[config.mk]
export PLATFORM = sky130hd
export DESIGN_NAME = ddr_cmd_sequencer
export DESIGN_NICKNAME = d
export VERILOG_FILES = /design/src/rtl/ddr_cmd_sequencer.sv
export SDC_FILE = /design/constraint.sdc
export NUM_CORES = 1
export LEC_CHECK = 0
export CAP_MARGIN = 40
export CORE_UTILIZATION = 62
export DETAILED_ROUTE_END_ITERATION = 8
export PLACE_DENSITY = 0.83
export SLEW_MARGIN = 20
export SYNTH_ARGS = -nofsm -noshare
export SYNTH_HDL_FRONTEND = slang
export SYNTH_SLANG_ARGS = --single-unit
[constraint.sdc]
create_clock -name ck_t -period 8.8 [get_ports ck_t]
set_input_delay 0.88 -clock ck_t [delete_from_list [all_inputs] [get_ports ck_t]]
set_output_delay 0.88 -clock ck_t [all_outputs]
set_load 0.03 [all_outputs]
[src/rtl/ddr_cmd_sequencer.sv]
// DDR command sequencer: turns single read/write requests into PR/ACT/RD/WR pin commands,
// tracks the open row of every bank, and inserts periodic PRA+REF refresh sequences.
module ddr_cmd_sequencer #(
    parameter int ADDRWIDTH     = 17,
    parameter int BANKGROUPS    = 1,
    parameter int BANKSPERGROUP = 8,
    parameter int ROWS          = 512,
    parameter int COLUMNS       = 512,
    parameter int TRP           = 4,
    parameter int TRCD          = 4,
    parameter int TCCD          = 4,
    parameter int TRFC          = 16,
    parameter int TREFI         = 1024,
    localparam int BGWIDTH      = $clog2(BANKGROUPS),
    localparam int BAWIDTH      = $clog2(BANKSPERGROUP),
    localparam int RW           = $clog2(ROWS),
    localparam int CW           = $clog2(COLUMNS)
) (
    input  logic                 ck_t,
    input  logic                 reset_n,
    input  logic                 req_valid,
    output logic                 req_ready,
    input  logic                 req_we,
    input  logic [BGWIDTH:0]     req_bg,
    input  logic [BAWIDTH:0]     req_ba,
    input  logic [RW-1:0]        req_row,
    input  logic [CW-1:0]        req_col,
    output logic                 cke,
    output logic                 cs_n,
    output logic                 act_n,
    output logic [ADDRWIDTH-1:0] adr,
    output logic [BAWIDTH:0]     ba,
    output logic [BGWIDTH:0]     bg,
    output logic                 ref_busy
);

    localparam int NBANKS = BANKGROUPS * BANKSPERGROUP;
    localparam int BIW    = (NBANKS > 1) ? $clog2(NBANKS) : 1;
    localparam int REFW   = (TREFI > 1) ? $clog2(TREFI) : 1;
    localparam int LOW    = ADDRWIDTH - 4;
    localparam int WAITW  = 16;
    localparam logic [3:0] OP_ACT = 4'd1, OP_PR = 4'd3, OP_RD = 4'd4, OP_REF = 4'd5, OP_WR = 4'd6;
    localparam logic [LOW-1:0] A10_ALL = LOW'(1) << 10;

    typedef enum logic [2:0] {
        S_IDLE, S_ISSUE, S_WAIT_RP, S_WAIT_RCD, S_WAIT_CCD, S_REF_RP, S_REF_RFC
    } state_t;

    state_t             state_q, state_d;
    logic [WAITW-1:0]   wait_q, wait_d;
    logic [REFW-1:0]    refcnt_q, refcnt_d;
    logic               ref_pending_q, ref_pending_d;
    logic [NBANKS-1:0]  open_q, open_d;
    logic [RW-1:0]      row_tbl_q [NBANKS];
    logic [RW-1:0]      row_tbl_d [NBANKS];
    logic               lat_we_q, lat_we_d;
    logic [BGWIDTH:0]   lat_bg_q, lat_bg_d;
    logic [BAWIDTH:0]   lat_ba_q, lat_ba_d;
    logic [RW-1:0]      lat_row_q, lat_row_d;
    logic [CW-1:0]      lat_col_q, lat_col_d;
    logic               cke_q, cke_d, cs_n_q, cs_n_d, act_n_q, act_n_d;
    logic [ADDRWIDTH-1:0] adr_q, adr_d;
    logic [BAWIDTH:0]   cmd_ba_q, cmd_ba_d;
    logic [BGWIDTH:0]   cmd_bg_q, cmd_bg_d;
    logic               req_ready_q, req_ready_d, ref_busy_q, ref_busy_d;
    logic [BIW-1:0]     bank_idx;
    logic               bank_hit, ref_wrap, ref_clear, wait_zero;

    function automatic logic [ADDRWIDTH-1:0] mk_adr(input logic [3:0] op, input logic [LOW-1:0] low);
        return {op, low};
    endfunction

    assign bank_idx  = BIW'(lat_bg_q) * BIW'(BANKSPERGROUP) + BIW'(lat_ba_q);
    assign bank_hit  = open_q[bank_idx] && (row_tbl_q[bank_idx] == lat_row_q);
    assign ref_wrap  = (refcnt_q == REFW'(TREFI - 1));
    assign wait_zero = (wait_q == '0);

    always_comb begin
        state_d    = state_q;
        wait_d     = wait_q;
        open_d     = open_q;
        row_tbl_d  = row_tbl_q;
        lat_we_d   = lat_we_q;
        lat_bg_d   = lat_bg_q;
        lat_ba_d   = lat_ba_q;
        lat_row_d  = lat_row_q;
        lat_col_d  = lat_col_q;
        cke_d      = 1'b1;
        cs_n_d     = 1'b1;
        act_n_d    = 1'b1;
        adr_d      = '0;
        cmd_ba_d   = cmd_ba_q;
        cmd_bg_d   = cmd_bg_q;
        ref_busy_d = ref_busy_q;
        ref_clear  = 1'b0;
        refcnt_d   = ref_wrap ? '0 : refcnt_q + REFW'(1);

        case (state_q)
            S_IDLE: begin
                if (ref_pending_q) begin
                    // Only precharge when something is open; otherwise REF follows next cycle.
                    ref_busy_d = 1'b1;
                    state_d    = S_REF_RP;
                    wait_d     = '0;
                    if (|open_q) begin
                        cs_n_d   = 1'b0;
                        adr_d    = mk_adr(OP_PR, A10_ALL);
                        cmd_ba_d = '0;
                        cmd_bg_d = '0;
                        open_d   = '0;
                        wait_d   = WAITW'(TRP - 1);
                    end
                end else if (req_valid && req_ready_q) begin
                    lat_we_d  = req_we;
                    lat_bg_d  = req_bg;
                    lat_ba_d  = req_ba;
                    lat_row_d = req_row;
                    lat_col_d = req_col;
                    state_d   = S_ISSUE;
                end
            end
            S_ISSUE: begin
                cs_n_d   = 1'b0;
                cmd_ba_d = lat_ba_q;
                cmd_bg_d = lat_bg_q;
                if (bank_hit) begin
                    adr_d   = mk_adr(lat_we_q ? OP_WR : OP_RD, LOW'(lat_col_q));
                    state_d = S_WAIT_CCD;
                    wait_d  = WAITW'(TCCD - 1);
                end else if (open_q[bank_idx]) begin
                    adr_d            = mk_adr(OP_PR, '0);
                    open_d[bank_idx] = 1'b0;
                    state_d          = S_WAIT_RP;
                    wait_d           = WAITW'(TRP - 1);
                end else begin
                    act_n_d             = 1'b0;
                    adr_d               = mk_adr(OP_ACT, LOW'(lat_row_q));
                    open_d[bank_idx]    = 1'b1;
                    row_tbl_d[bank_idx] = lat_row_q;
                    state_d             = S_WAIT_RCD;
                    wait_d              = WAITW'(TRCD - 1);
                end
            end
            S_WAIT_RP: begin
                if (wait_zero) begin
                    cs_n_d              = 1'b0;
                    act_n_d             = 1'b0;
                    adr_d               = mk_adr(OP_ACT, LOW'(lat_row_q));
                    open_d[bank_idx]    = 1'b1;
                    row_tbl_d[bank_idx] = lat_row_q;
                    state_d             = S_WAIT_RCD;
                    wait_d              = WAITW'(TRCD - 1);
                end else begin
                    wait_d = wait_q - WAITW'(1);
                end
            end
            S_WAIT_RCD: begin
                if (wait_zero) begin
                    cs_n_d  = 1'b0;
                    adr_d   = mk_adr(lat_we_q ? OP_WR : OP_RD, LOW'(lat_col_q));
                    state_d = S_WAIT_CCD;
                    wait_d  = WAITW'(TCCD - 1);
                end else begin
                    wait_d = wait_q - WAITW'(1);
                end
            end
            S_WAIT_CCD: begin
                if (wait_zero) state_d = S_IDLE;
                else           wait_d  = wait_q - WAITW'(1);
            end
            S_REF_RP: begin
                if (wait_zero) begin
                    cs_n_d   = 1'b0;
                    adr_d    = mk_adr(OP_REF, '0);
                    cmd_ba_d = '0;
                    cmd_bg_d = '0;
                    state_d  = S_REF_RFC;
                    wait_d   = WAITW'(TRFC - 1);
                end else begin
                    wait_d = wait_q - WAITW'(1);
                end
            end
            S_REF_RFC: begin
                if (wait_zero) begin
                    state_d    = S_IDLE;
                    ref_busy_d = 1'b0;
                    ref_clear  = 1'b1;
                end else begin
                    wait_d = wait_q - WAITW'(1);
                end
            end
            default: state_d = S_IDLE;
        endcase

        // A wrap during an outstanding refresh is absorbed; a wrap on the clearing edge re-arms.
        ref_pending_d = ref_wrap | (ref_pending_q & ~ref_clear);
        req_ready_d   = (state_d == S_IDLE) && cke_q && !ref_pending_d;
    end

    always_ff @(posedge ck_t or negedge reset_n) begin
        if (!reset_n) begin
            state_q       <= S_IDLE;
            wait_q        <= '0;
            refcnt_q      <= '0;
            ref_pending_q <= 1'b0;
            open_q        <= '0;
            lat_we_q      <= 1'b0;
            lat_bg_q      <= '0;
            lat_ba_q      <= '0;
            lat_row_q     <= '0;
            lat_col_q     <= '0;
            cke_q         <= 1'b0;
            cs_n_q        <= 1'b1;
            act_n_q       <= 1'b1;
            adr_q         <= '0;
            cmd_ba_q      <= '0;
            cmd_bg_q      <= '0;
            req_ready_q   <= 1'b0;
            ref_busy_q    <= 1'b0;
        end else begin
            state_q       <= state_d;
            wait_q        <= wait_d;
            refcnt_q      <= refcnt_d;
            ref_pending_q <= ref_pending_d;
            open_q        <= open_d;
            lat_we_q      <= lat_we_d;
            lat_bg_q      <= lat_bg_d;
            lat_ba_q      <= lat_ba_d;
            lat_row_q     <= lat_row_d;
            lat_col_q     <= lat_col_d;
            cke_q         <= cke_d;
            cs_n_q        <= cs_n_d;
            act_n_q       <= act_n_d;
            adr_q         <= adr_d;
            cmd_ba_q      <= cmd_ba_d;
            cmd_bg_q      <= cmd_bg_d;
            req_ready_q   <= req_ready_d;
            ref_busy_q    <= ref_busy_d;
        end
    end

    // Row entries are only meaningful while the matching open flag is set, so they need no reset.
    always_ff @(posedge ck_t) begin
        row_tbl_q <= row_tbl_d;
    end

    assign req_ready = req_ready_q;
    assign cke       = cke_q;
    assign cs_n      = cs_n_q;
    assign act_n     = act_n_q;
    assign adr       = adr_q;
    assign ba        = cmd_ba_q;
    assign bg        = cmd_bg_q;
    assign ref_busy  = ref_busy_q;

endmodule
==> metrics.yaml, run 1 <==
status:
  status: "finished clean"
die:
  die_h_um: 107
  pin_count: 54
  die_x_um: 107
  design.die.area_sq_mm: 0.0115
  std_cell_rows: 37
  start_util: 0.651
  coreArea_sq_mm: 0.0105
cts:
  htree_levels: 4
  cts_buffer_depth: 2
  cts_resized: 0
  cts_made_buffers: 17
  clk_latency_ns: 0.55
  cts_tree: "built"
  post-cts-setup-buffers: 0
  cts_root_buf: "clkbuf_8"
  clkSinkCount: 157
  path_clk_slew_ns: 0.07
  postCtsHoldBufs: 0
sta:
  hold_viol: 0
  maxClockFrequency_mhz: 254
  finalCritPeriodShare: 0.447
  setup_tns_ns: 0
  final.min_clock_period_ns: 3.93
  slew_violations: 0
  setup_viol: 0
  relSlewSlack: 0.466
  worst_slack_ns: 4.87
  rsz0062_at_grt: "false"
  worstMarginPinSlew_ns: 0.798
  skew_ns: 0.0153
synthesis:
  syn-instance-count: 524
  synth_seq_cells: 157
  yosys.area.top_type: "edfxtp_1"
  ys_top_cells_by_count: "83 x dfrtp_1, 72 x edfxtp_1, 46 x nor2_1"
  syn-cell-area_sq_mm: 0.00684
  async_flop_share: 0.541
  synth_top_area_frac: 0.316
  ys_types: 54
  ys_warn_count: 0
  synth.area.top_cells: "edfxtp_1 32%, dfrtp_1 30%, mux2_2 4.1%"
  yosysMostFrequentCell: "dfrtp_1"
  synth_flop_cell: "dfrtp_1"
  avgSynthCellArea_sq_um: 13.1
  synth_edf_count: 72
  yosysSeqAreaShare: 0.627
drt:
  num_vias: 4604
  wl_per_cell_um: 21.4
  firstDrtPassIters: 5
  via_per_inst: 6.39
  wl_um: 15400
  drc: 0
  drtIter0Drc: 515
  ant_nets: 0
final_layout:
  layout-drive-gt1-share: 0.142
  area_growth_pct: 17.0
  design_area_sq_mm: 0.00800
  layout.nets: 601
  fillers: 609
  num_antenna_cells: 0
placed_design:
  dp.final_hpwl_um: 10400
  gp_congestion: 0.882
  pre_cts_slack_ns: 4.97
  numPortBuffers: 49
  postPlaceCellArea_sq_mm: 0.00743
grt:
  grt-busiest-layer: "met2"
  overflow: 0
  antenna_found_initial: 0
  grt_util_met2: 0.480
  grt.met1_usage: 0.389
  grt_start_max_net_pins: 44
  grt_pass1_wl_um: 24600
  gr-usage-met3: 0.0736
  grt_pass1_vias: 4589
  track_usage: 0.298
job:
  drv_cap: 0
power:
  combPwrFrac: 0.188
  ir_drop_v: 0.000224
  clkPwrFrac: 0.337
  swShare: 0.315
  p_leak_nw: 3.18
  pwr-share-seq: 0.474
  p_int_mw: 1.40
  power.total_mw: 2.04
  power_density_mw_per_mm2: 255
  p_switching_uw: 641
worst_setup_path:
  worstSetupPathType: "flip-flop to flip-flop"
  reg2reg_depth: 10
  start_kind: "flip-flop"
  worstPathMaxFanout: 11
  cp.arrival_ns: 4.10
  required_ns: 8.97
  end_kind: "flip-flop"
worst_hold_path:
  min-delay-path-class: "input port to async pin"
-- power by group through the flow --
stage / logic, mW / registers [mW] / clock network (mW)
final: 0.384 / 0.966 / 0.687
after global routing: 0.417 / 0.975 / 0.725
after CTS: 0.374 / 0.967 / 0.698
after detailed placement: 0.371 / 0.981 / 0
after global placement: 0.340 / 0.980 / 0
after floorplan: 0.273 / 0.947 / 0
-- flip-flops by register name, summed over array words and instances, names as in the netlist --
| register | flops |
|---|---|
| row_tbl_q | 72 |
| wait_q | 16 |
| adr | 13 |
| refcnt_q | 10 |
| lat_col_q | 9 |
| lat_row_q | 9 |
| open_q | 8 |
| ba | 4 |
| lat_ba_q | 4 |
| state_q | 3 |
| act_n | 1 |
| bg | 1 |
| cke | 1 |
| cs_n | 1 |
| lat_bg_q | 1 |
| lat_we_q | 1 |
| ref_busy | 1 |
| ref_pending_q | 1 |
| req_ready | 1 |
-- cells in the final DEF, fill, tap and decap left out, types with 8 or more instances in the layout --
master	netlist	routed
nand3_1	9	9
a21oi_1	18	18
a22oi_1	8	8
nand2_1	37	37
dfrtp_1	83	83
o21ai_0	37	37
a22o_1	14	14
nand2b_1	10	10
clkdlybuf4s50_1	0	48
mux2i_1	22	22
xnor2_1	13	13
nor2_1	46	46
xor2_1	11	11
mux2_2	25	25
clkbuf_16	0	16
edfxtp_1	72	72
-- cell type report --
| class | count | area [sq um] | area share |
|---|---|---|---|
| clock buffer | 17 | 414 | 0.0518 |
| clock inverter | 15 | 143 | 0.0178 |
| inverter | 7 | 26.3 | 0.00328 |
| multi-input combinational | 334 | 2380 | 0.298 |
| sequential | 157 | 4290 | 0.536 |
| tap | 136 | 170 | 0.0213 |
| timing repair buffer | 55 | 573 | 0.0716 |
-- logic make-up after synthesis --
logic type,share of synthesized area
AOI/OAI and AO/OA,0.0944
xor gates and xnor gates,0.0307
adders and majority gates,0.00366
buffers and inverters,0.0273
DFF,0.627
muxes,0.108
other,0.00110
and+or+nand+nor,0.108
-- critical path, stage by stage, from the launching register on --
cell and delay, ns:
dfrtp_1 0.40, inv_1 0.10, ha_1 0.19, nor3b_1 0.37
nand4_1 0.50, nor2_1 0.36, nand2_1 0.11, a21oi_1 0.36
buf_4 0.27, nand2_1 0.24, nor2_1 0.67
-- path summary, 6_finish.rpt --
check                                     end  slack [ns]   startpoint
worst max-delay path            row_tbl_q[17]        4.87    wait_q[0]
worst max register to register  row_tbl_q[17]        4.87    wait_q[0]
max in group asynchronous               act_n        7.79      reset_n
worst min register to register    refcnt_q[6]        0.49  refcnt_q[6]
worst min-delay path              refcnt_q[4]        0.33      reset_n
min in group ck_t                 refcnt_q[6]        0.49  refcnt_q[6]
-- metrics by stage --
stage / std cells / util / hold WS (ns)
2_1_floorplan: 527 / - / 0.445
3_3_place_gp: 685 / 0.702 / 0.461
3_5_place_dp: 688 / 0.707 / 0.479
4_1_cts: 720 / 0.760 / 0.325
5_1_grt: 721 / 0.761 / 0.359
6_report: 721 / 0.761 / 0.330
-- layer usage --
layer  up-vias  wire length (um)
li1       2021                 -
met1      2325              6350
met2       222              7770
met3        36               912
met4         0               416
met5         -                 0
Power figures use the tool's default switching activity.
==> run 2, diff against run 1 <==
--- a/config.mk
+++ b/config.mk
@@ -6,9 +6,9 @@
 export NUM_CORES = 1
 export LEC_CHECK = 0
 export CAP_MARGIN = 40
-export CORE_UTILIZATION = 62
+export CORE_UTILIZATION = 58
 export DETAILED_ROUTE_END_ITERATION = 8
-export PLACE_DENSITY = 0.83
+export PLACE_DENSITY = 0.78
 export SLEW_MARGIN = 20
 export SYNTH_ARGS = -nofsm -noshare
 export SYNTH_HDL_FRONTEND = slang
==> constraint.sdc (replaced) <==
create_clock -name ck_t -period 3.7 [get_ports ck_t]
set_input_delay 0.37 -clock ck_t [delete_from_list [all_inputs] [get_ports ck_t]]
set_output_delay 0.37 -clock ck_t [all_outputs]
set_load 0.03 [all_outputs]
==> run 2 against run 1 <==
Net effect:
- routed wire length down 5.6%
- clock power rose to 2.5 times the previous value
- non-clock buffer count is 11 higher
- global-route usage down 4.6 points
- cell count up 2.5%
==> metrics.yaml, run 2 (synthesis results as in run 1) <==
status:
  status: "finished clean"
sta:
  skew_ns: 0.00887  # -0.00645 ns
  maxClockFrequency_mhz: 331  # +30%
  rsz0062_at_grt: "false"
  slew_violations: 0  # unchanged
  whs_ns: 0.285  # -0.0453 ns
  setup_tns_ns: 0  # unchanged
  relSlewSlack: 0.479  # +0.0129
  hold_viol: 0  # unchanged
  final.min_clock_period_ns: 3.02  # -0.913 ns
  setup_viol: 0  # unchanged
  worstMarginPinSlew_ns: 0.782  # -0.0164 ns
  finalCritPeriodShare: 0.816  # +0.369
final_layout:
  seq_area_sq_mm: 0.00429  # unchanged
  multiInputGateArea_sq_mm: 0.00238  # unchanged
  design_area_sq_mm: 0.00810  # +1.3%
  area_growth_pct: 18.5
  num_antenna_cells: 0  # unchanged
  fillers: 758  # +24%
  layout-drive-gt1-share: 0.154  # +0.0125
  final_cells: 739  # +2.5%
  layout.nets: 612  # +1.8%
  largest_reg_flops: 72  # unchanged
  layout_common_cells: "83 x dfrtp_1, 72 x edfxtp_1, 48 x clkdlybuf4s50_1"
  final_common_cell: "dfrtp_1"
  max_flop_register: "row_tbl_q"
cts:
  clkSinkCount: 157  # unchanged
  path_clk_slew_ns: 0.06  # about the same
  cts_tree: "built"
  cts_root_buf: "clkbuf_16"
  cts_buffer_depth: 2  # unchanged
  clk_latency_ns: 0.43  # -0.12 ns
  htree_levels: 4  # unchanged
  post-cts-setup-buffers: 0  # unchanged
  cts_made_buffers: 17  # unchanged
worst_setup_path:
  cp_slowest_cell: "dfrtp_1"
  cp.arrival_ns: 3.38  # -0.72 ns
  critical-path-max-stage-delay_ns: 0.85  # +0.18 ns
  required_ns: 4.06  # -4.91 ns
  end_kind: "flip-flop"
  start_kind: "flip-flop"
  worstSetupPathType: "flip-flop to flip-flop"
  path_buf_inv: 0  # -2
  path_delay_family: "flip-flops"
  path_cells: "mux4_2 -> mux2i_1 -> xor2_1 -> nand4_2 -> nor3_1 -> a21o_1 -> a22o_1"
  worstPathMaxFanout: 18  # +7
grt:
  track_usage: 0.252  # -0.0457
  grt_pass1_vias: 4446  # -3.1%
  antenna_found_initial: 0  # unchanged
  grt_pass1_wl_um: 23300  # -5.3%
  overflow: 0  # unchanged
  grt_start_max_net_pins: 65  # +48%
die:
  pin_count: 54  # unchanged
  coreArea_sq_mm: 0.0115  # +9.1%
  die_h_um: 111  # +3.3%
  die_x_um: 111  # +3.3%
  std_cell_rows: 39  # +5.4%
  start_util: 0.597  # -0.0544
  design.die.area_sq_mm: 0.0122  # +6.8%
power:
  power_density_mw_per_mm2: 605  # +140%
  ir_drop_v: 0.000508  # +130%
  p_leak_nw: 3.25  # +2.2%
placed_design:
  postPlaceCellArea_sq_mm: 0.00748  # +0.69%
  dpl.cell_count: 705  # +2.5%
  numPortBuffers: 49  # unchanged
  dp.final_hpwl_um: 9440  # -8.8%
  gp_congestion: 0.890  # +0.90%
drt:
  ant_nets: 0  # unchanged
  firstDrtPassIters: 5  # unchanged
  drtIter0Drc: 440  # -15%
  wl_per_cell_um: 19.7  # -7.9%
  wl_um: 14600  # -5.6%
  num_vias: 4450  # -3.3%
  via_per_inst: 6.02  # -5.7%
  drc: 0  # unchanged
worst_hold_path:
  min-delay-path-class: "input port to async pin"
job:
  drv_cap: 0  # unchanged
-- run 2: worst paths after layout --
kind,endpoint,startpoint,cells after the start,slack [ns]
setup / recovery,adr[6],lat_ba_q[0],7,0.68
hold reg to reg,refcnt_q[6],refcnt_q[6],1,0.49
setup reg to reg,adr[6],lat_ba_q[0],7,0.68
min in group ck_t,refcnt_q[6],refcnt_q[6],1,0.49
hold / removal,wait_q[5],reset_n,2,0.29
max in group asynchronous,act_n,reset_n,3,2.88
-- run 2: metrics by stage --
| stage | power (mW) | worst slack [ns] | util |
|---|---|---|---|
| global placement | 3.14 | 0.843 | 0.652 |
| detailed placement | 3.19 | 0.708 | 0.652 |
| CTS | 4.91 | 0.693 | 0.703 |
| global route | 5.10 | 0.473 | 0.707 |
| finish | 4.90 | 0.680 | 0.707 |
| floorplan | 2.90 | 0.905 | - |
-- run 2: timing repair --
action,CTS,global route
hold buffers,0,1
resized for setup,0,0
hold endpoints to repair,0,22
endpoints found under the setup margin,0,0
-- run 2: area by class of cell --
cell class | instances | share of cell area
Tap cell | 143 | 0.0221
Inverter | 7 | 0.00324
Clock inverter | 15 | 0.0198
Clock buffer | 17 | 0.0525
Sequential cell | 157 | 0.530
Multi-Input combinational cell | 334 | 0.294
Timing Repair Buffer | 66 | 0.0788
-- run 2: metal layers --
layer  routed length (um)  GRT usage  vias to the layer above
met2                 7580      0.422                      169
met4                  263     0.0969                        0
met1                 5930      0.321                     2207
met3                  806     0.0560                       26
li1                     -          -                     2048
met5                    0          0                        -
-- run 2: power breakdown --
part           total [mW]  internal, mW  switching [mW]  leakage [nW]
registers            2.29          2.04           0.248          1.77
clock network        1.72          1.00           0.720         0.292
logic               0.890         0.409           0.481          1.19
total                4.90          3.45            1.45          3.25
==> run 3, diff against run 2 <==
==> constraint.sdc (replaced) <==
create_clock -name ck_t -period 3.02 [get_ports ck_t]
set_input_delay 0.302 -clock ck_t [delete_from_list [all_inputs] [get_ports ck_t]]
set_output_delay 0.302 -clock ck_t [all_outputs]
set_load 0.03 [all_outputs]
==> run 3 against run 2 <==
Net effect:
- worst setup slack worse by 0.50 ns
- combinational power is 29% higher
- clock power grew 31%
- sequential cell count stayed put
- core utilization rose by 1.1 points
- non-clock buffer count is 10 higher
- design area is 1.6% higher
- cell count is 1.4% higher
==> metrics.yaml, run 3 (synthesis results as in run 1) <==
cts:
  cts_buffer_depth: 2  # unchanged
  clk_latency_ns: 0.43  # about the same
  cts_root_buf: "clkbuf_16"
  post-cts-setup-buffers: 0  # unchanged
  htree_levels: 4  # unchanged
  clkSinkCount: 157  # unchanged
  path_clk_slew_ns: 0.06  # about the same
  cts_made_buffers: 17  # unchanged
  cts_tree: "built"
drt:
  wl_um: 14800  # +1.6%
  via_per_inst: 6.05  # +0.42%
  drc: 0  # unchanged
  num_vias: 4529  # +1.8%
  ant_nets: 0  # unchanged
  drtIter0Drc: 385  # -13%
  wl_per_cell_um: 19.8  # +0.25%
  firstDrtPassIters: 5  # unchanged
grt:
  grt_pass1_wl_um: 23800  # +2.5%
  grt_pass1_vias: 4661  # +4.8%
  overflow: 0  # unchanged
  track_usage: 0.259  # +0.00700
  grt_start_max_net_pins: 67  # +3.1%
  antenna_found_initial: 0  # unchanged
final_layout:
  max_flop_register: "row_tbl_q"
  largest_reg_flops: 72  # unchanged
  seq_area_sq_mm: 0.00429  # about the same
  layout_common_cells: "82 x dfrtp_1, 72 x edfxtp_1, 48 x clkdlybuf4s50_1"
  multiInputGateArea_sq_mm: 0.00239  # +0.42%
  layout.nets: 622  # +1.6%
  final_common_cell: "dfrtp_1"
  final_cells: 749  # +1.4%
  num_antenna_cells: 0  # unchanged
  design_area_sq_mm: 0.00823  # +1.6%
  area_growth_pct: 20.3
  layout-drive-gt1-share: 0.168  # +0.0140
  fillers: 728  # -4.0%
sta:
  finalCritPeriodShare: 0.941  # +0.125
  worst_slack_ns: 0.178  # -0.502 ns
  relSlewSlack: 0.577  # +0.0985
  slew_violations: 0  # unchanged
  rsz0062_at_grt: "false"
  worstMarginPinSlew_ns: 0.630  # -0.152 ns
  hold_viol: 0  # unchanged
  maxClockFrequency_mhz: 352  # +6.3%
  setup_viol: 0  # unchanged
  skew_ns: 0.00732  # -0.00155 ns
  setup_tns_ns: 0  # unchanged
  final.min_clock_period_ns: 2.84  # -0.178 ns
placed_design:
  numPortBuffers: 49  # unchanged
  gp_congestion: 0.905  # +1.7%
  pre_cts_slack_ns: 0.189  # -0.519 ns
  postPlaceCellArea_sq_mm: 0.00755  # +1.0%
  dp.final_hpwl_um: 9680  # +2.5%
  dpl.cell_count: 715  # +1.4%
die:
  std_cell_rows: 39  # unchanged
  pin_count: 54  # unchanged
  die_h_um: 111  # unchanged
  die_x_um: 111  # unchanged
  design.die.area_sq_mm: 0.0122  # unchanged
  start_util: 0.597  # unchanged
  coreArea_sq_mm: 0.0115  # unchanged
worst_setup_path:
  end_kind: "flip-flop"
  reg2reg_depth: 9  # +2
  worstPathMaxFanout: 15  # -3
  required_ns: 3.14  # -0.92 ns
  path_cells: "buf_4 -> nor2b_1 -> a221oi_1 -> o22ai_1 -> nand2b_1 -> a21oi_1 -> nand2b_1 -> nor2_1 -> buf_4"
  critical-path-max-stage-delay_ns: 0.56  # -0.29 ns
  start_kind: "flip-flop"
  cp_slowest_cell: "dfrtp_1"
  worstSetupPathType: "flip-flop to flip-flop"
  cp.arrival_ns: 2.96  # -0.42 ns
status:
  status: "finished clean"
power:
  p_leak_nw: 3.31  # +1.8%
  power_density_mw_per_mm2: 752  # +24%
  ir_drop_v: 0.000632  # +24%
  power.total_mw: 6.19  # +26%
job:
  drv_cap: 0  # unchanged
worst_hold_path:
  min-delay-path-class: "input port to async pin"
[run 3: cell types whose count changed in the layout (fill, tap and decap cells not counted), sizes merged]
cell      delta
clkinvlp     +2
inv          -3
bufinv       +2
clkinv       -5
clkbuf       +4
buf         +10
[run 3: where the power goes]
part | internal (mW) | switching (mW) | total (mW) | leakage [nW]
clock | 1.40 | 0.860 | 2.26 | 0.294
sequential | 2.50 | 0.272 | 2.78 | 1.76
combinational | 0.520 | 0.634 | 1.15 | 1.25
[run 3: layout make-up]
type	instances	area share
clock buffer	21	0.0535
tap	143	0.0217
multi-input combinational	334	0.291
sequential	157	0.522
clock inverter	11	0.0220
timing repair buffer	76	0.0871
inverter	7	0.00319
[run 3: worst paths after layout]
| path | start | to | slack (ns) |
|---|---|---|---|
| setup / recovery | lat_ba_q[0] | row_tbl_q[24] | 0.18 |
| hold / removal | reset_n | wait_q[5] | 0.26 |
| setup reg to reg | lat_ba_q[0] | row_tbl_q[24] | 0.18 |
| hold reg to reg | refcnt_q[4] | refcnt_q[4] | 0.48 |
| max in group asynchronous | reset_n | lat_col_q[8] | 2.01 |
| min in group ck_t | refcnt_q[4] | refcnt_q[4] | 0.48 |
[run 3: worst max-delay path: cells and delay by family, from the launching register on]
| family | cells | cell delay, ns |
|---|---|---|
| flops | 1 | 0.56 |
| simple gates | 4 | 0.65 |
| compound gates | 3 | 0.81 |
| buf+inv | 2 | 0.51 |
[run 3: timing repair]
action | 4_1_cts | 5_1_grt
resized for setup | 0 | 4
hold buffers | 0 | 1
endpoints found under the setup margin | 0 | 90
hold endpoints to repair | 0 | 32
[run 3: per-stage QoR]
| step | utilization | hold slack [ns] |
|---|---|---|
| global placement | 0.659 | 0.443 |
| floorplan | - | 0.00641 |
| detailed placement | 0.659 | 0.453 |
| CTS | 0.713 | 0.00371 |
| global route | 0.718 | 0.260 |
| finish | 0.718 | 0.256 |
[run 3: layer usage]
metal  routed length, um  track usage  part of all wire  vias up
li1                    -            -                 -     2053
met4                 429        0.123             0.029        0
met1                6040        0.319              0.41     2276
met5                   0            0                 0        -
met2                7590        0.432              0.51      165
met3                 760       0.0609             0.051       35
